[src/rtl/plic_lite.sv]
// Platform-level interrupt arbiter: per-source gateways, priority/enable/threshold
// registers and claim/complete handshake, driving meip. Define PLIC_SYNC_EN to add a
// two-flop synchronizer on every src bit ahead of the gateways.
module plic_lite #(
  parameter int NSRC   = 8,
  parameter int PRIO_W = 3
) (
  input  logic            clock,
  input  logic            reset,
  input  logic [NSRC-1:0] src,
  input  logic            mem_valid,
  input  logic            mem_wren,
  input  logic [15:0]     mem_addr,
  input  logic [31:0]     mem_wdata,
  output logic [31:0]     mem_rdata,
  output logic            mem_ready,
  output logic            meip
);

  typedef enum logic [1:0] {
    GW_IDLE = 2'd0,
    GW_PEND = 2'd1,
    GW_INFL = 2'd2
  } gw_state_e;

  gw_state_e         gw_q   [1:NSRC];
  gw_state_e         gw_d   [1:NSRC];
  logic [PRIO_W-1:0] prio_q [1:NSRC];
  logic [PRIO_W-1:0] prio_d [1:NSRC];
  logic [NSRC:1]     en_q, en_d;
  logic [PRIO_W-1:0] thr_q, thr_d;
  logic [31:0]       rdata_q, rdata_d;
  logic              ready_q, meip_q;

  logic [NSRC-1:0]   src_s;
  logic [NSRC:1]     pend;
  logic [4:0]        best_id;
  logic [PRIO_W-1:0] best_prio;
  logic [9:0]        word;
  logic              sel_prio, sel_pend, sel_en, sel_thr, sel_claim;
  logic              rd, wr, claim, complete;
  logic              unused_bits;

`ifdef PLIC_SYNC_EN
  logic [NSRC-1:0] sync1_q, sync2_q;

  always_ff @(posedge clock) begin
    if (!reset) begin
      sync1_q <= '0;
      sync2_q <= '0;
    end else begin
      sync1_q <= src;
      sync2_q <= sync1_q;
    end
  end

  assign src_s = sync2_q;
`else
  assign src_s = src;
`endif

  // Address decode; the low two address bits are don't-care for aligned accesses.
  assign word      = mem_addr[11:2];
  assign sel_prio  = (mem_addr[15:12] == 4'h0) && (word != 10'd0) && (word <= 10'(NSRC));
  assign sel_pend  = (mem_addr[15:2] == 14'h0400);
  assign sel_en    = (mem_addr[15:2] == 14'h0800);
  assign sel_thr   = (mem_addr[15:2] == 14'h0C00);
  assign sel_claim = (mem_addr[15:2] == 14'h0C01);

  assign rd       = mem_valid && !mem_wren;
  assign wr       = mem_valid && mem_wren;
  assign claim    = rd && sel_claim;
  assign complete = wr && sel_claim;

  assign unused_bits = ^{mem_wdata, mem_addr[1:0]};

  always_comb begin
    for (int i = 1; i <= NSRC; i++) begin
      pend[i] = (gw_q[i] == GW_PEND);
    end
  end

  // Strictly-greater scan from ID 1 upward keeps the lowest ID on priority ties.
  always_comb begin
    best_id   = '0;
    best_prio = '0;
    for (int i = 1; i <= NSRC; i++) begin
      if (pend[i] && en_q[i] && (prio_q[i] > best_prio)) begin
        best_prio = prio_q[i];
        best_id   = 5'(i);
      end
    end
  end

  always_comb begin
    for (int i = 1; i <= NSRC; i++) begin
      gw_d[i] = gw_q[i];
      unique case (gw_q[i])
        GW_IDLE: if (src_s[i-1]) gw_d[i] = GW_PEND;
        GW_PEND: if (claim && (best_id == 5'(i))) gw_d[i] = GW_INFL;
        GW_INFL: if (complete && (mem_wdata[4:0] == 5'(i))) gw_d[i] = GW_IDLE;
        default: gw_d[i] = GW_IDLE;
      endcase
    end
  end

  always_comb begin
    en_d  = en_q;
    thr_d = thr_q;
    for (int i = 1; i <= NSRC; i++) begin
      prio_d[i] = prio_q[i];
      if (wr && sel_prio && (word == 10'(i))) prio_d[i] = mem_wdata[PRIO_W-1:0];
    end
    if (wr && sel_en)  en_d  = mem_wdata[NSRC:1];
    if (wr && sel_thr) thr_d = mem_wdata[PRIO_W-1:0];
  end

  always_comb begin
    rdata_d = '0;
    if (rd) begin
      if (sel_prio) begin
        for (int i = 1; i <= NSRC; i++) begin
          if (word == 10'(i)) rdata_d = 32'(prio_q[i]);
        end
      end
      if (sel_pend)  rdata_d = 32'({pend, 1'b0});
      if (sel_en)    rdata_d = 32'({en_q, 1'b0});
      if (sel_thr)   rdata_d = 32'(thr_q);
      if (sel_claim) rdata_d = 32'(best_id);
    end
  end

  always_ff @(posedge clock) begin
    if (!reset) begin
      for (int i = 1; i <= NSRC; i++) begin
        gw_q[i]   <= GW_IDLE;
        prio_q[i] <= '0;
      end
      en_q    <= '0;
      thr_q   <= '0;
      rdata_q <= '0;
      ready_q <= 1'b0;
      meip_q  <= 1'b0;
    end else begin
      gw_q    <= gw_d;
      prio_q  <= prio_d;
      en_q    <= en_d;
      thr_q   <= thr_d;
      rdata_q <= rdata_d;
      ready_q <= mem_valid;
      meip_q  <= (best_prio > thr_q);
    end
  end

  assign mem_rdata = rdata_q;
  assign mem_ready = ready_q;
  assign meip      = meip_q;

endmodule

[config.mk]
export PLATFORM = sky130hd
export DESIGN_NAME = plic_lite
export DESIGN_NICKNAME = d
export VERILOG_FILES = /design/src/rtl/plic_lite.sv
export SDC_FILE = /design/constraint.sdc
export NUM_CORES = 1
export LEC_CHECK = 0
export BUFFER_PORTS_ARGS = -buffer_cell sky130_fd_sc_hd__buf_2
export CORE_ASPECT_RATIO = 1.5
export CORE_MARGIN = 1.5
export CORE_UTILIZATION = 60
export DETAILED_ROUTE_END_ITERATION = 12
export GPL_ROUTABILITY_DRIVEN = 0
export PLACE_DENSITY_LB_ADDON = 0.12
export SLEW_MARGIN = 20
export SYNTH_ARGS = -nofsm -noshare
export SYNTH_HDL_FRONTEND = slang
export SYNTH_SLANG_ARGS = --single-unit
[constraint.sdc]
create_clock -name clock -period 21.3 [get_ports clock]
set_clock_uncertainty 0.2 [all_clocks]
set_input_delay 3.195 -clock clock [delete_from_list [all_inputs] [get_ports clock]]
set_output_delay 3.195 -clock clock [all_outputs]
set_load 0.02 [all_outputs]
[After elaboration in Yosys (flattened, before gate mapping)]
Index checks and enable logic that the tools add are counted.
Widths: inputs -> output; s select.
Cells by class
  order comparisons: 10
  eq/ne operators: 68
  muxes and demuxes: 61
  bitwise logic cells: 3
  reductions and logical operators: 71
Operator list (number)
  $mux 9: 9
  $logic_and 1x1->1: 49
  $mux 2: 24
  $pmux 2 s3: 8
  $mux 5: 9
  $eq 14x12->1 const B: 3
  $eq 10x3->1 const B: 4
  $eq 5x3->1 const B: 8
  $ne 2x2->1 const B: 16
  $mux 3: 10
  $gt 3x3->1: 8
  $reduce_and 3->1: 8
  $eq 10x2->1 const B: 2
  $eq 5x2->1 const B: 4
  $eq 2x1->1 const B: 8
  $eq 2x2->1 const B: 8
  $logic_not 2->1: 8
  $ne 2x1->1 const B: 8
  $eq 14x11->1 const B: 1
  $reduce_or 14->1: 1
  $eq 10x1->1 const B: 1
  $eq 10x4->1 const B: 1
  $eq 5x1->1 const B: 2
  $eq 5x4->1 const B: 2
  other kinds (9): 11
Storage, ports and cells
  register bits: 85
  input port bits: 60
  word-level logic and storage cells: 236

[Longest topological paths before layout]
Gate-level depths: netlist of the first run.
  depth after elaboration: 29
  depth in mapped cells: 59
  depth with buffers taken out: 57

[Worst setup path after synthesis of the first run]
No wires, ideal clock.
  path type: register -> register
  start point: register gw_q[14] in the netlist's numbering
  end point: register meip_q (netlist: meip)
  setup time: 0.091 ns
  data arrival time: 10.298 ns
  data required time: 21.009 ns
  slack: 10.711 ns
  stages on the path, launching flop included: 57
  buffers on the path: 1
  period minus slack after synthesis: 10.589 ns
  cells stage by stage: dfxtp_1 > nor2b_1 > nand3_1 > ha_1 > a21oi_1 > o21a_1 > nor2_8 > a21oi_1 > ha_1 > nor2b_1 > nor2b_1 > a221oi_4 > a21o_1 > mux2_2 > ha_1 > nor2_1 > maj3_1 > o211a_1 > [... 21 more ...] > nor2b_1 > o21ai_0 > nand2b_1 > and4_1 > a22oi_1 > ha_1 > nor2b_1 > o21ai_0 > nand2b_1 > and4_1 > clkbuf_1 > a22o_1 > a31o_2 > ha_1 > inv_1 > a21o_1 > a21oi_1 > a311oi_1
On the way
  longest elaborated chain between the ends: 26
RTL lines
  start, declared: RTL line 26  | gw_state_e gw_q [1:NSRC];
  start signal, assigned: RTL line 145  | gw_q <= gw_d;
  $eq 2x1->1 *: RTL line 79  | pend[i] = (gw_q[i] == GW_PEND);
  $logic_and 1x1->1 * (2 in a row): RTL line 88  | if (pend[i] && en_q[i] && (prio_q[i] > best_prio)) begin
  $mux 3 *: RTL line 88
  $gt 3x3->1: RTL line 88
  $logic_and 1x1->1: RTL line 88
  $mux 3 *: RTL line 88
  $gt 3x3->1: RTL line 88
  $logic_and 1x1->1: RTL line 88
  [... 9 more ...]
  $mux 3 *: RTL line 88
  $gt 3x3->1: RTL line 88
  $logic_and 1x1->1: RTL line 88
  $mux 3 *: RTL line 88
  $gt 3x3->1: RTL line 88
  $logic_and 1x1->1: RTL line 88
  $mux 3 *: RTL line 88
  $gt 3x3->1 *: RTL line 151  | meip_q <= (best_prio > thr_q);
  end signal, assigned: RTL line 151
  end, declared: RTL line 33  | logic ready_q, meip_q;
Mark *: on every way between the ends. The rest lies on a longest branch, timed or not.
A chain may end at the register's enable or synchronous reset.

[Worst setup path after layout of the first run]
Ends and elaborated chain as after synthesis.

==> metrics, run 1 <==
hold crit path type reg -> reg; Worst setup SP type flip-flop; WL final 12690 um; Netlist cell types 84; buffers added on ports 45; crit path time final 12.41 ns; cts hold-fix bufs 0; crit path from gw_q[14]; syn avg cell area 8.268 um^2; Hold Path Sink gw_q[2]; cell with the most instances on the worst path ha_1; Routed wire per std cell 18.83 um; Worst Hold Depth 1; leakage power 1.881 nW; min-delay src gw_q[3]; Clock Latency Late Sink 0.36 ns; CP required 21.36 ns; Iter 0 DRT Violations 406; vias in the first global route 4046; Die Span Y 107.8 um; antenna-violating nets left 0; RSZ-0062 raised after global routing no; PwrDens 49.74 mW/mm^2; Clock Tree Buf Depth 2; core area 0.007179 mm^2; Ys Warns 0; RR Endpoint meip; Mapped Cells 531; nets 646; DR pass1 iterations 5; die area 0.007850 mm^2; part of the Yosys area used for sequential elements 28.27%; Horiz. Die Dim 72.85 um; number of CTS-inserted buffers 9; Reg2Reg Depth 56; DR vias 4305; Crit path arrival time 12.47 ns; IO Pins 94; CP max stage cell dfxtp_1; Inst Count DP 658; initial antenna violation count 0; Root Buffer clkbuf_8; DR vias/cell 6.387; Final setup viols 0; fin. max-slew vios 0; # clock sinks 62; Worst-Margin Slew 0.9725 ns; # diodes 0; Worst path max stage delay 0.41 ns; Layout area overhead 8.892%; # DRC 0; H-tree levels 3; R2R Setup Slk 8.89 ns; first-pass GRT wire length 20100 um; Synth async-reset ratio 0%; Max rail drop VDD 0.04899 mV; Starting Density 61.15%; most used flip-flop cell after synthesis dfxtp_1; layout cell share with drive strength beyond 1 17.07%; CP max FO 10; post-CTS sizing 0; Reg area 0.001241 mm^2; Core Rows 38; slew margin rel. 34.93%; final number of hold-violating endpoints 0; period utilization 58.27%; final cell count without fillers 674; #FFs+latches synth 62; Worst setup EP type flip-flop; # fillers 644; largest net degree at the start of global routing 33; Post-CTS Setup Bufs 0; clk slew on worst S/H paths 0.07 ns; kind of critical path reg -> reg; R2R Path Start gw_q[14]; Multi-input gate area 0.002892 mm^2; DP HPWL 9482 um; EDFF count, synth 0; GRT Overall Usage 33.68%; outcome completed; grt ovf 0; # Max-Cap Violations 0; fmax 0.08057 GHz; synthesized cell area 0.004390 mm^2; total negative slack 0 ns; CTS tree done
## worst max path at each step
| stage | end | cells past startpoint |
|---|---|---|
| floorplan | meip | 56 |
| global placement | meip | 57 |
| detailed placement | meip | 57 |
| CTS | meip | 57 |
| global route | meip | 57 |
| finish | meip | 56 |
## where the power goes
part | switching, W | internal [W] | total (W) | leakage, nW
combinational | 0.0000130 | 0.00000501 | 0.0000180 | 1.28
clock | 0.0000467 | 0.0000550 | 0.000102 | 0.103
sequential | 0.000000965 | 0.000117 | 0.000118 | 0.502
## layout make-up
| cell class | count | share of cell area [%] |
|---|---|---|
| multi-input combinational | 427 | 60.48 |
| sequential | 62 | 25.96 |
| tap | 100 | 2.617 |
| timing repair buffer | 48 | 5.182 |
| clock buffer | 14 | 3.821 |
| clock inverter | 2 | 0.2879 |
| inverter | 21 | 1.649 |
## kinds of logic after synthesis
family	share of synthesized area (%)
AO/OA/AOI/OAI	24.77
multiplexers	6.469
AND/OR/NAND/NOR	26.67
buffers and inverters	7.894
flip-flops	28.27
adder cells (fa/ha/maj)	5.073
XOR/XNOR	0.7696
other	0.08541
## through the flow
step           util, %  setup slack (ns)  instance area, um^2  power [W]  hold slack, ns
6_report         66.59             8.888                 4781  0.0002378          0.2477
2_1_floorplan        -             10.71                 4473  0.0001346          0.2137
3_3_place_gp     63.77             9.361                 4578  0.0001378          0.2231
3_5_place_dp     63.77             9.227                 4578  0.0001382          0.2376
4_1_cts          66.50             9.087                 4775  0.0002382          0.2462
5_1_grt          66.59             8.033                 4781  0.0002451          0.2795
## critical path, delay by kind of cell, from the launching register on
kind                     cells  cell delay [ns]
multiplexers                 2             0.69
adder cells (fa/ha/maj)      9             2.68
buffers and inverters        2             0.14
AND/OR/NAND/NOR             20             3.56
flip-flops                   1             0.41
AO/OA/AOI/OAI               23             4.64
## sequential cells by signal (all words and copies together) (netlist names)
register and cells:
en_q 8, prio_q 24, mem_rdata 9, meip 1, gw_q 16, mem_ready 1
thr_q 3
## synthesized netlist by cell type (6+ instances only)
master / n / area (um^2)
and3_1: 7 / 43.79
o211ai_1: 6 / 45.04
inv_1: 21 / 78.83
ha_1: 17 / 212.7
dfxtp_1: 62 / 1241
o21ai_0: 12 / 60.06
clkbuf_1: 16 / 60.06
nor3_1: 13 / 65.06
nor2b_1: 10 / 62.56
nor2_1: 72 / 270.3
o311ai_0: 7 / 61.31
mux2i_1: 25 / 250.2
a21o_1: 7 / 52.55
a31oi_1: 7 / 43.79
nand2_1: 45 / 168.9
buf_4: 24 / 180.2
a21oi_1: 26 / 130.1
nand3_1: 21 / 105.1
## cell usage in the layout, fill, tap and decap left out, types with 5 or more instances in the layout
| master | instances |
|---|---|
| o21a_1 | 5 |
| a22oi_1 | 5 |
| inv_1 | 21 |
| a31oi_1 | 7 |
| clkbuf_8 | 13 |
| nand3_1 | 21 |
| buf_2 | 45 |
| nor3b_1 | 5 |
| and3_1 | 7 |
| conb_1 | 23 |
| nand2_1 | 45 |
| dfxtp_1 | 62 |
| mux2i_1 | 25 |
| nor3_1 | 13 |
| o21ai_0 | 12 |
| nor4_1 | 5 |
| o311ai_0 | 7 |
| nor2b_1 | 10 |
| o211ai_1 | 6 |
| ha_1 | 17 |
| a21o_1 | 7 |
| nor2_1 | 72 |
| nand4_1 | 5 |
| a21oi_1 | 26 |
## layer usage
metal,GRT usage (%),vias to the layer above,share of wire [%]
li1,-,2008,-
met1,38.62,2028,39
met2,57.60,221,50
met3,6.086,48,5.8
met4,18.87,0,4.9
met5,0,-,0
No activity file was read; power rests on OpenSTA's default activity.
==> run 2: changes to the inputs <==
CORE_UTILIZATION = 50   (was 60)
clock period = 10.6 ns   (was 21.3 ns; I/O delays follow)
==> metrics, run 2 (synthesis gave the netlist of run 1 again) <==
Starting Density 51.87% (was 61.15%); R2R Setup Slk 0.28 ns (was 8.89 ns); DP HPWL 10360 um (was 9482 um); Worst-Margin Slew 0.9759 ns (was 0.9725 ns); switching portion of total power 23.59% (was 25.53%); DR pass1 iterations 8 (was 5); Final setup viols 0 (unchanged); DR vias/cell 6.063 (was 6.387); # diodes 0 (unchanged); Clock power frac 51.3% (was 42.8%); slew margin rel. 34.70% (was 34.93%); Hold Path Sink gw_q[2] (unchanged); Pint 0.0004333 W (was 0.0001771 W); Root Buffer clkbuf_16 (was clkbuf_8); antenna-violating nets left 0 (unchanged); Clock Latency Late Sink 0.34 ns (was 0.36 ns); commonest non-fill, non-tap cell in the layout buf_4 (was nor2_1); period utilization 97.32% (was 58.27%); kind of critical path reg -> reg (unchanged); Core Rows 41 (was 38); Worst Hold Depth 1 (unchanged); WL final 14270 um (was 12690 um); fmax 0.09694 GHz (was 0.08057 GHz); most frequent cells in the layout 74 x buf_4, 68 x nor2_1, 59 x dfxtp_1 (was 72 x nor2_1, 62 x dfxtp_1, 45 x nand2_1, 45 x buf_2, 26 x a21oi_1); Switch Pwr 0.0001338 W (was 0.00006071 W); Inst Count DP 721 (was 658); first-pass GRT wire length 21670 um (was 20100 um); layout cell share with drive strength beyond 1 32.61% (was 17.07%); CP required 10.59 ns (was 21.36 ns); Crit path arrival time 10.31 ns (was 12.47 ns); CP max FO 5 (was 10); Worst setup EP type flip-flop (unchanged); H-tree levels 3 (unchanged); # clock sinks 62 (unchanged); PwrDens 99.03 mW/mm^2 (was 49.74 mW/mm^2); die area 0.009364 mm^2 (was 0.007850 mm^2); CP max stage cell mux2_4 (was dfxtp_1); leakage power 2.336 nW (was 1.881 nW); Die Span Y 117.8 um (was 107.8 um); final number of hold-violating endpoints 0 (unchanged); Layout area overhead 30.44% (was 8.892%); grt ovf 0 (unchanged); final cell count without fillers 751 (was 674); # Max-Cap Violations 0 (unchanged); Routed wire per std cell 19.00 um (was 18.83 um); Reg2Reg Depth 56 (unchanged); max FFs per register 24 (unchanged); logic gate share of total power 6.9% (was 7.6%); CTS tree done (unchanged); Horiz. Die Dim 79.51 um (was 72.85 um); crit path time final 10.32 ns (was 12.41 ns); DR vias 4553 (was 4305); sequential share of power 41.9% (was 49.6%); Worst setup SP type flip-flop (unchanged); hold crit path type reg -> reg (unchanged); nets 717 (was 646); # DRC 0 (unchanged); IO Pins 94 (unchanged); core area 0.008464 mm^2 (was 0.007179 mm^2); Max rail drop VDD 0.1048 mV (was 0.04899 mV); buffers added on ports 45 (unchanged); largest net degree at the start of global routing 49 (was 33); Largest Register prio_q (unchanged); outcome completed (unchanged); vias in the first global route 4339 (was 4046); Clock Tree Buf Depth 2 (unchanged); Worst path max stage delay 0.35 ns (was 0.41 ns); number of CTS-inserted buffers 9 (unchanged); fin. max-slew vios 0 (unchanged); min-delay src gw_q[3] (unchanged); total negative slack 0 ns (unchanged); clk slew on worst S/H paths 0.05 ns (was 0.07 ns); initial antenna violation count 0 (unchanged); R2R Path Start gw_q[15] (was gw_q[14]); Iter 0 DRT Violations 368 (was 406); GRT Overall Usage 30.18% (was 33.68%); RR Endpoint meip (unchanged)
run 2: cell count changes in the layout (fill, tap and decap cells not counted), moves of 4 or more:
cell,previous run,this run
buf_4,3,74
clkbuf_8,13,1
clkbuf_16,0,9
ha_1,17,8
ha_4,0,8
o21ai_0,12,6
o21ai_1,3,9
nor2b_1,10,5
a21oi_1,26,22
a21oi_2,1,5
nor2_1,72,68
nor2b_4,1,5
run 2: worst max-delay path, delay by kind of cell (launching register included):
kind | cells | cell delay (ns)
flops | 1 | 0.33
fa+ha+maj | 9 | 2.55
mux | 3 | 1.02
simple gates | 19 | 2.33
buf+inv | 4 | 0.48
compound gates | 21 | 3.23
run 2: final cells by class:
type,instances,area [um^2]
multi-input combinational,427,3198
fill,718,2738
sequential,62,1245
timing repair buffer,119,780.7
clock buffer,11,242.7
tap,107,133.9
inverter,21,78.83
clock inverter,4,47.55
run 2: power by group through the flow:
stage	combinational [W]	sequential (W)	clock (W)
after floorplan	0.0000282	0.000242	0
after global placement	0.0000364	0.000242	0
after detailed placement	0.0000369	0.000242	0
after CTS	0.0000378	0.000237	0.000293
after global routing	0.0000416	0.000237	0.000301
final	0.0000390	0.000237	0.000291
run 2: worst max-delay path by stage:
stage               slack, ns      from    to
CTS                     0.007  gw_q[15]  meip
floorplan                0.01  gw_q[14]  meip
detailed placement      -0.49  gw_q[14]  meip
global route            -0.15  gw_q[14]  meip
finish                   0.28  gw_q[15]  meip
global placement        -0.33  gw_q[14]  meip
run 2: stage by stage:
stage / power, W / utilization [%] / hold slack [ns] / worst slack, ns / instance area (um^2)
after detailed placement: 0.0002791 / 59.16 / 0.2383 / -0.4889 / 5007
after CTS: 0.0005684 / 64.17 / 0.2442 / 0.006793 / 5431
after floorplan: 0.0002705 / - / 0.2137 / 0.01113 / 4473
after global placement: 0.0002783 / 59.16 / 0.2236 / -0.3330 / 5007
after global routing: 0.0005797 / 67.66 / 0.2778 / -0.1514 / 5727
final: 0.0005671 / 67.66 / 0.2426 / 0.2845 / 5727
run 2: timing repair:
item | CTS | global route
gates cloned | 0 | 0
pin swaps | 8 | 32
setup buffers | 3 | 12
setup endpoints to repair | 17 | 21
resized for setup | 24 | 42
hold buffers | 0 | 0
run 2: per-layer routing:
metal,GRT usage [%],vias up,wire [um]
li1,-,2142,-
met1,34.19,2152,5451
met2,51.64,207,7217
met3,5.736,52,920
met4,16.89,0,680
met5,0,-,0
==> run 3: changes to the inputs <==
ABC_AREA = 1   (was unset)
SETUP_SLACK_MARGIN = 0.3   (was unset)
==> metrics, run 3 <==
Mapped Cells 611 (was 531); antenna-violating nets left 0 (unchanged); layout cell share with drive strength beyond 1 16.29% (was 32.61%); Crit path arrival time 9.46 ns (was 10.31 ns); final cell count without fillers 768 (was 751); sequential share of power 41.8% (was 41.9%); synth cell count leaders 89 x inv_1, 79 x nand2_1, 65 x a21oi_1 (was 72 x nor2_1, 62 x dfxtp_1, 45 x nand2_1); DP HPWL 9292 um (was 10360 um); H-tree levels 3 (unchanged); logic gate share of total power 6.9% (about the same); Final setup viols 0 (unchanged); Routed wire per std cell 15.52 um (was 19.00 um); syn avg cell area 6.754 um^2 (was 8.268 um^2); most used flip-flop cell after synthesis dfxtp_1 (unchanged); DR top layer met4 (unchanged); Max rail drop VDD 0.09751 mV (was 0.1048 mV); EDFF count, synth 0 (unchanged); fin. max-slew vios 0 (unchanged); Starting Density 51.53% (was 51.87%); CP max FO 10 (was 5); # diodes 0 (unchanged); period utilization 89.30% (was 97.32%); top-count cell post-synth inv_1 (was nor2_1); Layout area overhead 12.98% (was 30.44%); RSZ-0062 raised after global routing no; CP required 10.60 ns (was 10.59 ns); switching portion of total power 24.09% (was 23.59%); initial antenna violation count 0 (unchanged); Iter 0 DRT Violations 249 (was 368); Worst-Margin Slew 0.7938 ns (was 0.9759 ns); #FFs+latches synth 62 (unchanged); routed length on met2 6105 um (was 7217 um); Largest Register prio_q (unchanged); number of CTS-inserted buffers 9 (unchanged); # clock sinks 62 (unchanged); most frequent cells in the layout 89 x inv_1, 79 x nand2_1, 65 x a21oi_1 (was 74 x buf_4, 68 x nor2_1, 59 x dfxtp_1); fmax 0.1056 GHz (was 0.09694 GHz); Worst setup SP type flip-flop (unchanged); CP max stage cell dfxtp_1 (was mux2_4); Horiz. Die Dim 77.18 um (was 79.51 um); hold crit path type reg -> reg (unchanged); commonest non-fill, non-tap cell in the layout inv_1 (was buf_4); leakage power 2.033 nW (was 2.336 nW); cts hold-fix bufs 0 (unchanged); Worst setup EP type flip-flop (unchanged); Pint 0.0004318 W (was 0.0004333 W); leading area contributor after synthesis dfxtp_1 (unchanged); vias in the first global route 3970 (was 4339); GRT Overall Usage 28.18% (was 30.18%); crit path time final 9.466 ns (was 10.32 ns); Root Buffer clkbuf_16 (unchanged); first-pass GRT wire length 19020 um (was 21670 um); nets 736 (was 717); die area 0.008818 mm^2 (was 0.009364 mm^2); part of the Yosys area used for sequential elements 30.08% (was 28.27%); Clock Latency Late Sink 0.34 ns (about the same); Final Cell Area 0.004662 mm^2 (was 0.005727 mm^2); PwrDens 122.0 mW/mm^2 (was 99.03 mW/mm^2); Switch Pwr 0.0001370 W (was 0.0001338 W); Core Rows 40 (was 41); total negative slack 0 ns (unchanged); Die Span Y 114.3 um (was 117.8 um); # Max-Cap Violations 0 (unchanged); total power 0.0005689 W (was 0.0005671 W); Inst Count DP 753 (was 721); met1 wire length 4618 um (was 5451 um); IO Pins 94 (unchanged); kind of critical path reg -> reg (unchanged); Netlist cell types 44 (was 84); Clock Tree Buf Depth 2 (unchanged); Post-CTS Setup Bufs 0 (was 3); DR vias 4190 (was 4553); slew margin rel. 46.88% (was 34.70%); outcome completed (unchanged); Synth top area share 30.08% (was 28.27%); DR pass1 iterations 6 (was 8); cell with the most instances on the worst path ha_1; buffers added on ports 45 (unchanged); placed inst area 0.004370 mm^2 (was 0.005007 mm^2); R2R Setup Slk 1.13 ns (was 0.28 ns); grt ovf 0 (unchanged); clk slew on worst S/H paths 0.05 ns (about the same); Clock power frac 51.3% (about the same); post-CTS sizing 0 (was 24); max FFs per register 24 (unchanged); final number of hold-violating endpoints 0 (unchanged); Worst path max stage delay 0.32 ns (was 0.35 ns); # DRC 0 (unchanged); met3 wire len 668 um (was 920 um); DR vias/cell 5.456 (was 6.063); WL final 11920 um (was 14270 um); core area 0.008008 mm^2 (was 0.008464 mm^2); Ys Warns 0 (unchanged); Synth async-reset ratio 0% (unchanged); synthesized cell area 0.004126 mm^2 (was 0.004390 mm^2); Fin Hold WS 0.2461 ns (was 0.2426 ns); CTS tree done (unchanged); top cells by area, synth dfxtp_1 30%, inv_1 8.1%, a21oi_1 7.9%, nand2_1 7.2%, o21ai_0 6.7% (was dfxtp_1 28%, nor2_1 6.2%, mux2i_1 5.7%, ha_1 4.8%, buf_4 4.1%); largest net degree at the start of global routing 40 (was 49)
==> run 3: through the flow <==
step	utilization (%)	setup WS, ns
6_report	58.22	1.134
5_1_grt	58.22	0.3237
4_1_cts	58.20	0.7877
3_5_place_dp	54.58	0.8830
3_3_place_gp	54.58	1.171
2_1_floorplan	-	2.374
==> run 3: logic make-up after synthesis <==
kind of cell,after synthesis,synth area share [%]
flip-flops,62,30.08
AND/OR/NAND/NOR,237,28.44
adder cells (fa/ha/maj),17,5.155
buffers and inverters,131,14.01
AO/OA/AOI/OAI,162,21.98
other,1,0.09088
multiplexers,1,0.2426
==> run 3: final timing paths <==
kind / start / endpoint / cells after the start
setup reg to reg: gw_q[15] / meip / 55
hold reg to reg: gw_q[4] / gw_q[4] / 1
setup / recovery: gw_q[15] / meip / 55
hold / removal: gw_q[4] / gw_q[4] / 1
==> run 3: worst max-delay path, delay by kind of cell (launching register included) <==
family | cells | cell delay (ns)
simple gates | 25 | 3.01
compound gates | 14 | 2.76
fa+ha+maj | 8 | 2.34
buf+inv | 8 | 0.67
flops | 1 | 0.32
==> run 3: area by class of cell <==
cell class / count / area (um^2)
clock buffers: 11 / 242.7
clock inverters: 4 / 47.55
fillers: 805 / 3346
inverters: 100 / 375.4
multi-input cells: 440 / 2391
flip-flops and latches: 62 / 1241
well taps: 105 / 131.4
repair buffers: 46 / 232.7
==> run 3: per-layer routing <==
| metal | track usage, % | vias to the layer above |
|---|---|---|
| met1 | 29.66 | 1892 |
| met5 | 0 | - |
| met2 | 51.40 | 163 |
| li1 | - | 2100 |
| met4 | 17.21 | 0 |
| met3 | 5.179 | 35 |
==> run 3: power groups by stage <==
stage / Combinational [W] / Clock, W / Sequential, W
floorplan: 0.0000300 / 0 / 0.000242
CTS: 0.0000388 / 0.000292 / 0.000238
finish: 0.0000393 / 0.000292 / 0.000238
detailed placement: 0.0000386 / 0 / 0.000242
global route: 0.0000434 / 0.000304 / 0.000238
global placement: 0.0000381 / 0 / 0.000242
